<file path="src/rtl/stage_skid_reg.sv">
// Pipeline stage register with a 2-entry skid buffer, valid/ready handshakes,
// flush-to-bubble and a saturating downstream stall counter.
module stage_skid_reg #(
  parameter int                INSN_W      = 32,
  parameter int                PC_W        = 14,
  parameter int                CTRL_W      = 13,
  parameter logic [INSN_W-1:0] NOP_INSN    = 32'h00000013,
  parameter int                STALL_CNT_W = 16
) (
  input  logic                   clk,
  input  logic                   rst,
  input  logic                   in_valid,
  output logic                   in_ready,
  input  logic [INSN_W-1:0]      in_insn,
  input  logic [PC_W-1:0]        in_pc,
  input  logic [CTRL_W-1:0]      in_ctrl,
  input  logic                   flush,
  output logic                   out_valid,
  input  logic                   out_ready,
  output logic [INSN_W-1:0]      out_insn,
  output logic [PC_W-1:0]        out_pc,
  output logic [CTRL_W-1:0]      out_ctrl,
  output logic                   skid_full,
  output logic [STALL_CNT_W-1:0] stall_cnt
);

  typedef enum logic [1:0] {
    ST_EMPTY = 2'd0,
    ST_ONE   = 2'd1,
    ST_TWO   = 2'd2
  } state_t;

  state_t state_r, state_s;
  logic   acc_s, drn_s;

  logic [INSN_W-1:0] main_insn_r, main_insn_s, skid_insn_r, skid_insn_s;
  logic [PC_W-1:0]   main_pc_r, main_pc_s, skid_pc_r, skid_pc_s;
  logic [CTRL_W-1:0] main_ctrl_r, main_ctrl_s, skid_ctrl_r, skid_ctrl_s;

  logic out_valid_r, in_ready_r, skid_full_r;
  logic out_valid_s, in_ready_s, skid_full_s;
  logic [STALL_CNT_W-1:0] stall_cnt_r;

  assign acc_s = in_valid & in_ready_r;
  assign drn_s = out_valid_r & out_ready;

  // State register.
  always_ff @(posedge clk) begin
    if (rst) begin
      state_r <= ST_EMPTY;
    end else begin
      state_r <= state_s;
    end
  end

  // Next-state logic; flush kills both entries regardless of handshakes.
  always_comb begin
    state_s = state_r;
    if (flush) begin
      state_s = ST_EMPTY;
    end else begin
      case (state_r)
        ST_EMPTY: state_s = acc_s ? ST_ONE : ST_EMPTY;
        ST_ONE: begin
          if (acc_s && !drn_s) begin
            state_s = ST_TWO;
          end else if (!acc_s && drn_s) begin
            state_s = ST_EMPTY;
          end else begin
            state_s = ST_ONE;
          end
        end
        ST_TWO:   state_s = drn_s ? ST_ONE : ST_TWO;
        default:  state_s = ST_EMPTY;
      endcase
    end
  end

  // Handshake flags decoded from the upcoming state so they leave registered.
  always_comb begin
    out_valid_s = 1'b0;
    in_ready_s  = 1'b1;
    skid_full_s = 1'b0;
    case (state_s)
      ST_EMPTY: begin
        out_valid_s = 1'b0;
        in_ready_s  = 1'b1;
        skid_full_s = 1'b0;
      end
      ST_ONE: begin
        out_valid_s = 1'b1;
        in_ready_s  = 1'b1;
        skid_full_s = 1'b0;
      end
      ST_TWO: begin
        out_valid_s = 1'b1;
        in_ready_s  = 1'b0;
        skid_full_s = 1'b1;
      end
      default: begin
        out_valid_s = 1'b0;
        in_ready_s  = 1'b1;
        skid_full_s = 1'b0;
      end
    endcase
  end

  // Handshake flag registers.
  always_ff @(posedge clk) begin
    if (rst) begin
      out_valid_r <= 1'b0;
      in_ready_r  <= 1'b1;
      skid_full_r <= 1'b0;
    end else begin
      out_valid_r <= out_valid_s;
      in_ready_r  <= in_ready_s;
      skid_full_r <= skid_full_s;
    end
  end

  // Datapath moves; an emptied main entry always reverts to the NOP bubble.
  always_comb begin
    main_insn_s = main_insn_r;
    main_pc_s   = main_pc_r;
    main_ctrl_s = main_ctrl_r;
    skid_insn_s = skid_insn_r;
    skid_pc_s   = skid_pc_r;
    skid_ctrl_s = skid_ctrl_r;
    if (flush) begin
      main_insn_s = NOP_INSN;
      main_pc_s   = '0;
      main_ctrl_s = '0;
      skid_insn_s = '0;
      skid_pc_s   = '0;
      skid_ctrl_s = '0;
    end else begin
      case (state_r)
        ST_EMPTY: begin
          if (acc_s) begin
            main_insn_s = in_insn;
            main_pc_s   = in_pc;
            main_ctrl_s = in_ctrl;
          end else begin
            main_insn_s = main_insn_r;
          end
        end
        ST_ONE: begin
          if (acc_s && drn_s) begin
            main_insn_s = in_insn;
            main_pc_s   = in_pc;
            main_ctrl_s = in_ctrl;
          end else if (acc_s) begin
            skid_insn_s = in_insn;
            skid_pc_s   = in_pc;
            skid_ctrl_s = in_ctrl;
          end else if (drn_s) begin
            main_insn_s = NOP_INSN;
            main_pc_s   = '0;
            main_ctrl_s = '0;
          end else begin
            main_insn_s = main_insn_r;
          end
        end
        ST_TWO: begin
          if (drn_s) begin
            main_insn_s = skid_insn_r;
            main_pc_s   = skid_pc_r;
            main_ctrl_s = skid_ctrl_r;
            skid_insn_s = '0;
            skid_pc_s   = '0;
            skid_ctrl_s = '0;
          end else begin
            main_insn_s = main_insn_r;
          end
        end
        default: begin
          main_insn_s = NOP_INSN;
          main_pc_s   = '0;
          main_ctrl_s = '0;
        end
      endcase
    end
  end

  // Entry storage.
  always_ff @(posedge clk) begin
    if (rst) begin
      main_insn_r <= NOP_INSN;
      main_pc_r   <= '0;
      main_ctrl_r <= '0;
      skid_insn_r <= '0;
      skid_pc_r   <= '0;
      skid_ctrl_r <= '0;
    end else begin
      main_insn_r <= main_insn_s;
      main_pc_r   <= main_pc_s;
      main_ctrl_r <= main_ctrl_s;
      skid_insn_r <= skid_insn_s;
      skid_pc_r   <= skid_pc_s;
      skid_ctrl_r <= skid_ctrl_s;
    end
  end

  // Saturating stall counter; flush deliberately leaves it alone.
  always_ff @(posedge clk) begin
    if (rst) begin
      stall_cnt_r <= '0;
    end else if (out_valid_r && !out_ready && (stall_cnt_r != {STALL_CNT_W{1'b1}})) begin
      stall_cnt_r <= stall_cnt_r + {{(STALL_CNT_W-1){1'b0}}, 1'b1};
    end else begin
      stall_cnt_r <= stall_cnt_r;
    end
  end

  assign in_ready  = in_ready_r;
  assign out_valid = out_valid_r;
  assign skid_full = skid_full_r;
  assign out_insn  = main_insn_r;
  assign out_pc    = main_pc_r;
  assign out_ctrl  = main_ctrl_r;
  assign stall_cnt = stall_cnt_r;

endmodule

</file>
<file path="config.mk">
export PLATFORM = sky130hd
export DESIGN_NAME = stage_skid_reg
export DESIGN_NICKNAME = d
export VERILOG_FILES = /design/src/rtl/stage_skid_reg.sv
export SDC_FILE = /design/constraint.sdc
export NUM_CORES = 1
export LEC_CHECK = 0
export BUFFER_PORTS_ARGS = -buffer_cell sky130_fd_sc_hd__buf_2
export CAP_MARGIN = 20
export CORE_MARGIN = 5
export CORE_UTILIZATION = 50
export DETAILED_ROUTE_END_ITERATION = 10
export MAX_ROUTING_LAYER = met4
export PLACE_DENSITY = 0.73
export RECOVER_POWER = 100
export SETUP_SLACK_MARGIN = 0.05
export SLEW_MARGIN = 0
export SYNTH_ARGS = -nofsm -noshare
export SYNTH_HDL_FRONTEND = slang
export SYNTH_SLANG_ARGS = --single-unit
</file>
<file path="constraint.sdc">
create_clock -name clk -period 2.3 [get_ports clk]
set_input_delay 0.46 -clock clk [delete_from_list [all_inputs] [get_ports clk]]
set_output_delay 0.46 -clock clk [all_outputs]
set_load 0.05 [all_outputs]
</file>
Yosys cells after proc, flatten, opt, wreduce, memory -nomap -nowiden
Index checks and enable logic that the tools add are counted.
{"block": "op_classes", "addsub": 1, "eq_ne": 11, "muxes": 34, "bitwise_logic": 2, "n_reduce_logical": 14}
{"cell": "32-bit two-way mux", "n": 7}
{"cell": "32-bit one-hot mux with 3 select lines", "n": 1}
{"cell": "14-bit two-way mux", "n": 6}
{"cell": "13-bit two-way mux", "n": 6}
{"cell": "32-bit one-hot mux with 2 select lines", "n": 1}
{"cell": "14-bit one-hot mux with 3 select lines", "n": 1}
{"cell": "13-bit one-hot mux with 3 select lines", "n": 1}
{"cell": "14-bit one-hot mux with 2 select lines", "n": 1}
{"cell": "13-bit one-hot mux with 2 select lines", "n": 1}
{"cell": "16-bit by 1-bit adder with 16-bit output, second input constant", "n": 1}
{"cell": "16-bit inequality test, second input constant", "n": 1}
{"cell": "2-bit inequality test, second input constant", "n": 4}
{"cell": "4-bit AND reduction", "n": 2}
{"cell": "2-bit two-way mux", "n": 3}
{"cell": "3-bit inequality test, second input constant", "n": 2}
{"cell": "2-bit one-hot mux with 3 select lines", "n": 1}
{"cell": "1-bit logical AND", "n": 5}
{"cell": "1-bit two-way mux", "n": 5}
{"cell": "2-bit by 1-bit == test with 1-bit output, second input constant", "n": 2}
{"cell": "2-bit == test, second input constant", "n": 2}
{"cell": "2-bit OR reduction", "n": 2}
{"cell": "1-bit zero test", "n": 3}
{"cell": "1-bit AND", "n": 2}
{"cell": "2-bit zero test", "n": 1}
{"cell": "2-bit nonzero test", "n": 1}
{"block": "word_totals", "regBits": 139, "in_bits": 64, "output_inout_bits": 78, "wordCells": 73}

Depth between registers and ports, before layout
Gate-level depths: netlist (run 1).
{"block": "depth", "ltp_word": 10, "depth_mapped": 9, "depth_no_buf": 6}

Least setup slack after synthesis (run 1)
OpenSTA, ideal clock, no wires.
{"block": "synth_path", "path_type": "flip-flop to flip-flop", "start": "register stall_cnt_r[0] (netlist: stall_cnt[0])", "end": "register stall_cnt_r[5] (netlist: stall_cnt[5])", "setup_ps": 132, "arrival_time_ps": 2044, "t_required_ps": 2168, "path_slack_ps": 124, "stages_incl_launch_ff": 7, "n_path_buf": 1, "synth_period_minus_slack_ps": 2176, "cell_sequence": "dfxtp_1 -> ha_1 -> nand3_1 -> nor4_1 -> clkbuf_1 -> or3_2 -> a21oi_1"}
{"block": "synth_via", "elab_chain_len": 2, "word_cells_on_any_way": 3, "classes_between": "1 x add/sub; 1 x eq/ne; 1 x reduce/logical"}
{"element": "start, declared", "line_no": "42", "source": "logic [STALL_CNT_W-1:0] stall_cnt_r;"}
{"element": "start signal, assigned", "line_no": "209", "source": "stall_cnt_r <= stall_cnt_r + {{(STALL_CNT_W-1){1'b0}}, 1'b1};"}
{"element": "start signal, assigned", "line_no": "211", "source": "stall_cnt_r <= stall_cnt_r;"}
{"element": "branches (longest 2 deep; another with 16-bit by 1-bit adder with 16-bit output)"}
Several ways; the timed one is not identified.
A chain may end at the register's enable or synchronous reset.

Worst setup path in the final report (run 1)
{"block": "layout_path", "start": "register state_r[1]", "end": "register main_insn_r[21] (netlist: out_insn[21])"}
{"block": "layout_via", "elab_chain_len": 3, "word_cells_on_any_way": 9, "classes_between": "6 x eq/ne; 1 x mux; 2 x reduce/logical"}
{"element": "start, declared", "line_no": "33", "source": "state_t state_r, state_s;"}
{"element": "start signal, assigned", "line_no": "52", "source": "state_r <= state_s;"}
{"element": "2-bit by 1-bit == test with 1-bit output (tied with other cells)", "line_no": "137", "source": "case (state_r)"}
{"element": "3-bit inequality test (no line) or 2-bit inequality test (tied branches)"}
{"element": "4-bit AND reduction (no line)"}
{"element": "end signal, assigned", "line_no": "195", "source": "main_insn_r <= main_insn_s;"}
{"element": "end, declared", "line_no": "36", "source": "logic [INSN_W-1:0] main_insn_r, main_insn_s, skid_insn_r, skid_insn_s;"}
Several ways; a longest one is shown, not always the timed one.

==> results of run 1 <==
-- flip-flops by register name (all words and copies together), names as in the netlist --
register     cells
out_insn        32
skid_insn_r     32
in_ready         1
skid_ctrl_r     13
skid_full        1
skid_pc_r       14
state_r          2
out_ctrl        13
out_pc          14
stall_cnt       16
out_valid        1
-- cell families after synthesis --
kind of cell,after synthesis,synth area share
compound gates,266,0.288
fa+ha+maj,3,0.00618
buf+inv,72,0.0488
flops,139,0.458
mux,3,0.00536
simple gates,247,0.194
-- how the worst max path moves through the flow --
stage / startpoint / to / slack [ps]
global route: state_r[1]$_SDFF_PP0_ / skid_insn_r[19]$_SDFFE_PP0P_ / 90
finish: state_r[1]$_SDFF_PP0_ / out_insn[21]$_SDFFE_PP0P_ / 240
global placement: in_valid / out_pc[11]$_SDFFE_PP0P_ / 240
floorplan: stall_cnt[0]$_SDFFE_PP0P_ / stall_cnt[5]$_SDFFE_PP0P_ / 120
detailed placement: out_ready / out_insn[21]$_SDFFE_PP0P_ / 180
CTS: state_r[1]$_SDFF_PP0_ / out_insn[21]$_SDFFE_PP0P_ / 250
-- cells in the final DEF (no fill, tap or decap), types with 8 or more instances in the layout --
cell and count:
a21oi_1 130, a2bb2oi_1 55, a22oi_1 55, clkbuf_16 17
clkbuf_1 81, buf_4 17, nor2_1 8, nand2_1 122
nand3_1 65, buf_2 63, dfxtp_1 138
-- power by group --
| part | internal (mW) | total, mW | leakage, nW | switching (mW) |
|---|---|---|---|---|
| registers | 2.46 | 2.49 | 1.13 | 0.0309 |
| logic | 0.211 | 0.651 | 1.19 | 0.439 |
| clock network | 1.60 | 2.65 | 0.280 | 1.06 |
-- final cells by class --
type                            instances  area share
Clock inverter                         14      0.0201
Antenna cell                            2    0.000682
Multi-Input combinational cell        519       0.412
Timing Repair Buffer                  163       0.103
Inverter                                2     0.00102
Clock buffer                           18      0.0585
Sequential cell                       139       0.379
Tap cell                              147      0.0251
-- metal layers --
layer,part of all wire,wire [µm],track usage,vias up
met4,0.019,327,0.0852,0
met2,0.47,7890,0.375,211
met5,0,0,-,-
met3,0.066,1110,0.0631,26
met1,0.45,7510,0.298,2790
li1,-,-,-,2905
==> flow_summary.yaml, run 1 <==
floorplanning:
  dieArea_um2: 14400
  start_util: 0.508
  die_w_um: 120
  core-area_um2: 12000
  chipHeight_um: 120
  pin_count: 142
  row_count: 40
drt:
  wl_per_cell_um: 16.8
  drt_iter0_drc: 558
  drc: 0
  vias_per_cell: 5.91
  wl_um: 16800
  ant_nets: 0
  num_vias: 5932
  drt-pass1-iter-count: 5
sta:
  setup_violations: 0
  rsz0062_at_grt: "no"
  min_period_over_period: 0.895
  clock_skew_ps: 8.14
  fmax_ghz: 0.486
  whs_ps: 274
  slew_violations: 0
  finalSetupTns_ps: 0
  worst_slew_pin_slew_ps: 1100
  min_period_ps: 2060
  hold_viol: 0
  slew_headroom: 0.267
  setup_ws_ps: 243
clock_network:
  clk_pin_slew_worst_paths_ps: 60
  clock_latency_ps: 410
  cts_tree: "yes"
  cts_root_buf: "clkbuf_16"
  holdBufCountCts: 0
  clockBufferDepth: 2
  cts_num_sinks: 139
  htreeDepth: 4
  cts-buffers-inserted: 17
  cts_resized: 0
  cts_setup_buffers: 0
worst_hold_path:
  hold_end: "state_r[0]$_SDFF_PP0_"
  hold_path_class: "in2reg"
  hold_path.startpoint: "flush"
  min_path_cells: 2
placement:
  placed_cell_area_um2: 6890
  gp_congestion: 0.866
  dpl.cell_count: 970
  dp_hpwl_um: 10700
  pre_cts_ws_ps: 180
  placement.io_buffers: 141
synth:
  synth-seq-cells: 139
  yosysSeqAreaShare: 0.458
  netlist_instances: 730
  synth_edf_count: 0
  ys_async_sr_fraction: 0
  ys_top_cells_by_area: "dfxtp_1 (46%), a21oi_1 (11%), a2bb2oi_1 (7.9%), nand2_1 (7.5%), a22oi_1 (6.8%)"
  syn_area_um2: 6070
  synthFlopType: "dfxtp_1"
  synthesis.nets: 797
  ys_types: 42
  yosys_warnings: 0
  netlist_top_cells_count: "dfxtp_1 (139), a21oi_1 (130), nand2_1 (122)"
  synth_area_per_cell_um2: 8.32
  synth_top_area_cell: "dfxtp_1"
  synth_top_area_frac: 0.458
  yosys.cell_count.top_type: "dfxtp_1"
finish:
  multiInputGateArea_um2: 3030
  layout-drive-gt1-share: 0.154
  fin_nets: 909
  regArea_um2: 2780
  areaGrowthSynthToFinish_pct: 20.9
  layout.cells.non_filler: 1004
  final_area_um2: 7340
  fin_util: 0.614
  nFillCells: 1096
critical_path:
  worstSetupEndpointType: "flip-flop"
  r2r_end: "out_insn[21]$_SDFFE_PP0P_"
  r2r-start: "state_r[1]$_SDFF_PP0_"
  worst_path_max_delay_cell: "and2_2"
  cp_num_buf_inv: 0
  ff2ff_path_depth: 4
  crit_chain: "and3b_1 -> and2_2 -> a2bb2oi_1 -> a21oi_1"
  critPathTopFamily: "simple AND/OR/NAND/NOR gates"
  r2r_slack_ps: 240
  crit_path_max_incr_delay_ps: 890
  crit_cells: 4
  path_class: "reg2reg"
  cp.arrival_ps: 2390
  required_ps: 2630
  path_max_fanout: 55
  critPathLaunchType: "flip-flop"
pwr:
  ir_worst_vdd_uv: 411
  power.total_mw: 5.80
  leakage_nw: 2.59
  power.density_nw_per_um2: 789
run:
  cap_violations: 0
global_routing:
  grt_usage: 0.239
  grt_pass1_wl_um: 27800
  antenna_found_initial: 2
  grt_max_degree: 65
  grt_pass1_vias: 5796
  globalRouteOverflowTotal: 0
status:
  status: "finished clean"
(Power assumes the default switching activity.)
==> inputs of run 2 (changes only) <==
Settings changed: CELL_PAD_IN_SITES_DETAIL_PLACEMENT set to 0, CELL_PAD_IN_SITES_GLOBAL_PLACEMENT set to 2, CORE_UTILIZATION 50 to 31, PLACE_DENSITY 0.73 to 0.77.
==> flow_summary.yaml, run 2 (same netlist as run 1, synthesis figures left out) <==
sta:
  setup_violations: 0
  slew_headroom: 0.532
  hold_viol: 0
  rsz0062_at_grt: "no"
  fmax_ghz: 0.472
  clock_skew_ps: 9.56
  finalSetupTns_ps: 0
  worst_slew_pin_slew_ps: 703
  slew_violations: 0
  min_period_ps: 2120
  setup_ws_ps: 183
  min_period_over_period: 0.920
finish:
  final_area_um2: 7540
  layout_commonest_cell: "dfxtp_1"
  nFillCells: 2095
  layout.cells.non_filler: 1121
  layout_common_cells: "dfxtp_1 (138), a21oi_1 (130), nand2_1 (122)"
  fin_nets: 909
  layout-drive-gt1-share: 0.152
  areaGrowthSynthToFinish_pct: 24.2
pwr:
  power.density_nw_per_um2: 791
  power.total_mw: 5.96
  leakage_nw: 2.61
  ir_worst_vdd_uv: 491
clock_network:
  clk_pin_slew_worst_paths_ps: 60
  cts_tree: "yes"
  cts-buffers-inserted: 17
  cts_resized: 0
  cts_num_sinks: 139
  htreeDepth: 4
  cts_root_buf: "clkbuf_16"
  cts_setup_buffers: 0
  clock_latency_ps: 420
  holdBufCountCts: 0
  clockBufferDepth: 2
floorplanning:
  chipHeight_um: 150
  dieArea_um2: 22500
  core-area_um2: 19400
  start_util: 0.313
  pin_count: 142
  row_count: 51
  die_w_um: 150
global_routing:
  grt_util_met1: 0.223
  met3_usage: 0.0406
  grt_use_met2: 0.262
  grt_pass1_wl_um: 29800
  globalRouteOverflowTotal: 0
  grt_pass1_vias: 5707
  antenna_found_initial: 1
  grt_max_degree: 65
  grt_usage: 0.170
  top_usage_layer: "met2"
critical_path:
  required_ps: 2650
  cp.arrival_ps: 2460
  crit_path_max_incr_delay_ps: 680
  path_max_fanout: 7
  crit_chain: "nand4_1 -> or4_1 -> or4_1 -> a21oi_1"
  ff2ff_path_depth: 4
  path_class: "reg2reg"
  r2r_slack_ps: 180
  r2r_end: "stall_cnt[15]$_SDFFE_PP0P_"
  r2r-start: "stall_cnt[5]$_SDFFE_PP0P_"
  worst_path_max_delay_cell: "or4_1"
  worstSetupEndpointType: "flip-flop"
  crit_top_cell: "or4_1"
  critPathLaunchType: "flip-flop"
drt:
  drt_iter0_drc: 336
  num_vias: 5894
  wl_per_cell_um: 17.1
  vias_per_cell: 5.26
  wl_um: 19100
  drt-pass1-iter-count: 6
  ant_nets: 0
  drc: 0
placement:
  pre_cts_ws_ps: 105
  dpl.cell_count: 1087
  dp_hpwl_um: 12100
  placed_cell_area_um2: 7070
  placement.io_buffers: 141
  gp_congestion: 0.746
worst_hold_path:
  min_path_cells: 2
  hold_path.startpoint: "flush"
  hold_path_class: "in2reg"
  hold_end: "state_r[0]$_SDFF_PP0_"
status:
  status: "finished clean"
run:
  cap_violations: 0
run 2: metal layers:
| metal | routed length [µm] | part of all wire | vias up |
|---|---|---|---|
| met4 | 193 | 0.010 | 0 |
| met3 | 1040 | 0.054 | 18 |
| met5 | 0 | 0 | - |
| li1 | - | - | 2903 |
| met2 | 8970 | 0.47 | 176 |
| met1 | 8950 | 0.47 | 2797 |
run 2: power breakdown:
part | switching [mW] | total [mW] | internal (mW)
Clock | 1.05 | 2.81 | 1.75
Sequential | 0.0322 | 2.49 | 2.46
Combinational | 0.452 | 0.668 | 0.215
Total | 1.54 | 5.96 | 4.43
run 2: critical path, delay by kind of cell (launching register included):
kind / cells / cell delay, ps
AND/OR/NAND/NOR: 3 / 1450
flip-flops: 1 / 420
AO/OA/AOI/OAI: 1 / 170
run 2: area by class of cell:
class,instances,area [µm²],area share
well taps,265,332,0.0440
clock inverters,12,146,0.0194
diodes,1,2.50,0.000332
multi-input cells,520,3020,0.401
flip-flops and latches,139,2780,0.369
inverters,2,7.51,0.000995
repair buffers,162,792,0.105
clock buffers,20,457,0.0606
run 2: metrics by stage:
| step | utilization | hold WS (ps) |
|---|---|---|
| 2_1_floorplan | - | 432 |
| 3_3_place_gp | 0.364 | 438 |
| 3_5_place_dp | 0.364 | 443 |
| 4_1_cts | 0.395 | 247 |
| 5_1_grt | 0.389 | 277 |
| 6_report | 0.389 | 264 |
run 2: worst max path at each step:
| stage | startpoint | end | cells after the start |
|---|---|---|---|
| 2_1_floorplan | stall_cnt[0]$_SDFFE_PP0P_ | stall_cnt[5]$_SDFFE_PP0P_ | 6 |
| 3_3_place_gp | in_valid | out_insn[16]$_SDFFE_PP0P_ | 6 |
| 3_5_place_dp | out_ready | skid_insn_r[4]$_SDFFE_PP0P_ | 6 |
| 4_1_cts | state_r[1]$_SDFF_PP0_ | skid_insn_r[4]$_SDFFE_PP0P_ | 5 |
| 5_1_grt | state_r[0]$_SDFF_PP0_ | skid_insn_r[2]$_SDFFE_PP0P_ | 6 |
| 6_report | stall_cnt[5]$_SDFFE_PP0P_ | stall_cnt[15]$_SDFFE_PP0P_ | 4 |
==> inputs of run 3 (changes only) <==
Settings changed: ABC_AREA set to 1, CORE_UTILIZATION 31 to 29.
==> flow_summary.yaml, run 3 <==
status:
  status: "finished clean"
drt:
  drc: 0
  wl_um: 21300
  num_vias: 6729
  vias_per_cell: 4.92
  ant_nets: 0
  wl_per_cell_um: 15.6
  drt_iter0_drc: 371
  drt-pass1-iter-count: 5
worst_hold_path:
  hold_path.startpoint: "flush"
  hold_path_class: "in2reg"
  hold_end: "state_r[1]$_SDFF_PP0_"
  min_path_cells: 2
sta:
  setup_ws_ps: 273
  slew_headroom: 0.517
  setup_violations: 0
  rsz0062_at_grt: "no"
  hold_viol: 0
  slew_violations: 0
  clock_skew_ps: 11.2
  min_period_over_period: 0.881
  whs_ps: 264
  fmax_ghz: 0.493
  worst_slew_pin_slew_ps: 725
  min_period_ps: 2030
  finalSetupTns_ps: 0
placement:
  placed_cell_area_um2: 7510
  placement.io_buffers: 141
  dp_hpwl_um: 13600
  gp_congestion: 0.738
  pre_cts_ws_ps: 287
finish:
  nFillCells: 2518
  final_area_um2: 7960
  areaGrowthSynthToFinish_pct: 21.6
  layout-drive-gt1-share: 0.106
  fin_nets: 1136
  layout_common_cells: "nand2_1 (287), nand3_1 (241), dfxtp_1 (139)"
  layout_commonest_cell: "nand2_1"
clock_network:
  htreeDepth: 4
  clockBufferDepth: 2
  cts_resized: 0
  cts_root_buf: "clkbuf_16"
  holdBufCountCts: 0
  clock_latency_ps: 420
  cts_setup_buffers: 0
  cts_num_sinks: 139
  cts-buffers-inserted: 17
  cts_tree: "yes"
  clk_pin_slew_worst_paths_ps: 60
global_routing:
  grt_usage: 0.172
  antenna_found_initial: 2
  globalRouteOverflowTotal: 0
  grt_pass1_wl_um: 35400
  grt_max_degree: 60
  grt_pass1_vias: 6788
synth:
  ys_types: 22
  synth_top_area_cell: "dfxtp_1"
  synthFlopType: "dfxtp_1"
  synth-seq-cells: 139
  yosys_warnings: 0
  yosysSeqAreaShare: 0.425
  netlist_instances: 965
  synth_edf_count: 0
  ys_async_sr_fraction: 0
  yosys.cell_count.top_type: "nand2_1"
  synth_top_area_frac: 0.425
  synth_area_per_cell_um2: 6.78
  netlist_top_cells_count: "nand2_1 (285), nand3_1 (241), dfxtp_1 (139)"
  syn_area_um2: 6540
  ys_top_cells_by_area: "dfxtp_1 (43%), nand3_1 (18%), nand2_1 (16%), a21oi_1 (9.9%), buf_2 (2.4%)"
  synthesis.nets: 1032
critical_path:
  critPathLaunchType: "flip-flop"
  required_ps: 2650
  worstSetupEndpointType: "flip-flop"
  r2r_slack_ps: 270
  path_class: "reg2reg"
  startpoint: "state_r[1]$_SDFF_PP0_"
  path_max_fanout: 11
  r2r_end: "out_valid$_SDFF_PP0_"
  r2r-start: "state_r[1]$_SDFF_PP0_"
  cp.arrival_ps: 2380
  ff2ff_path_depth: 7
floorplanning:
  pin_count: 142
  dieArea_um2: 25700
  chipHeight_um: 160
  core-area_um2: 22400
  die_w_um: 160
  row_count: 55
  start_util: 0.292
pwr:
  ir_worst_vdd_uv: 416
  power.density_nw_per_um2: 764
  leakage_nw: 2.94
run:
  cap_violations: 0
run 3: cell types whose count changed in the layout (fill, tap and decap cells not counted), moves of 6 or more:
| cell | delta |
|---|---|
| a22oi_1 | -55 |
| a2bb2oi_1 | -56 |
| clkbuf_1 | +6 |
| inv_1 | +22 |
| nand2_1 | +165 |
| nand3_1 | +176 |
| nor2_1 | +22 |
| nor4_1 | -6 |
| o31ai_1 | -7 |
| or4_1 | -8 |
run 3: metal layers:
layer	share of wire	GRT usage	up-vias
met5	0	-	-
met4	0.014	0.0504	0
met3	0.038	0.0325	21
met2	0.47	0.285	123
met1	0.48	0.215	3151
li1	-	-	3434
run 3: cell families (layout without fill, tap and decap cells):
| logic type | after synthesis | count (layout) | synth area share |
|---|---|---|---|
| XOR/XNOR | 7 | 7 | 0.00937 |
| flip-flops | 139 | 139 | 0.425 |
| AND/OR/NAND/NOR | 572 | 572 | 0.381 |
| adder cells (fa/ha/maj) | 3 | 3 | 0.00574 |
| AO/OA/AOI/OAI | 140 | 140 | 0.108 |
| buffers and inverters | 104 | 221 | 0.0709 |
| other | 0 | 2 | 0 |
run 3: area by class of cell:
cell class,count,area [µm²],area share
clock buffer,25,465,0.0585
tap,285,357,0.0448
multi-input combinational,722,3310,0.417
clock inverter,7,115,0.0145
inverter,27,104,0.0131
antenna,2,5.00,0.000629
timing repair buffer,162,812,0.102
sequential,139,2780,0.350
run 3: worst max path at each step:
stage | endpoint | slack, ps
after floorplan | out_valid$_SDFF_PP0_ | 370
after global placement | out_pc[7]$_SDFFE_PP0P_ | 350
after detailed placement | out_pc[1]$_SDFFE_PP0P_ | 290
after CTS | out_pc[1]$_SDFFE_PP0P_ | 350
after global routing | stall_cnt[6]$_SDFFE_PP0P_ | 90
final | out_valid$_SDFF_PP0_ | 270
run 3: power breakdown:
group	internal [mW]	switching [mW]	leakage [nW]
clock	1.73	1.03	0.275
sequential	2.47	0.0339	1.13
combinational	0.206	0.602	1.54
run 3: critical path: stages (launching register included):
cell	delay (ps)
dfxtp_1	400
nor2_1	260
clkbuf_1	440
o21ai_0	200
xor2_1	160
nand2_1	110
ha_1	300
nor2_1	100
run 3: through the flow:
step                power, mW  cells   util
floorplan                3.11    965      -
global placement         3.40   1335  0.335
detailed placement       3.40   1335  0.335
CTS                      6.20   1367  0.361
global route             6.38   1369  0.355
finish                   6.08   1369  0.355
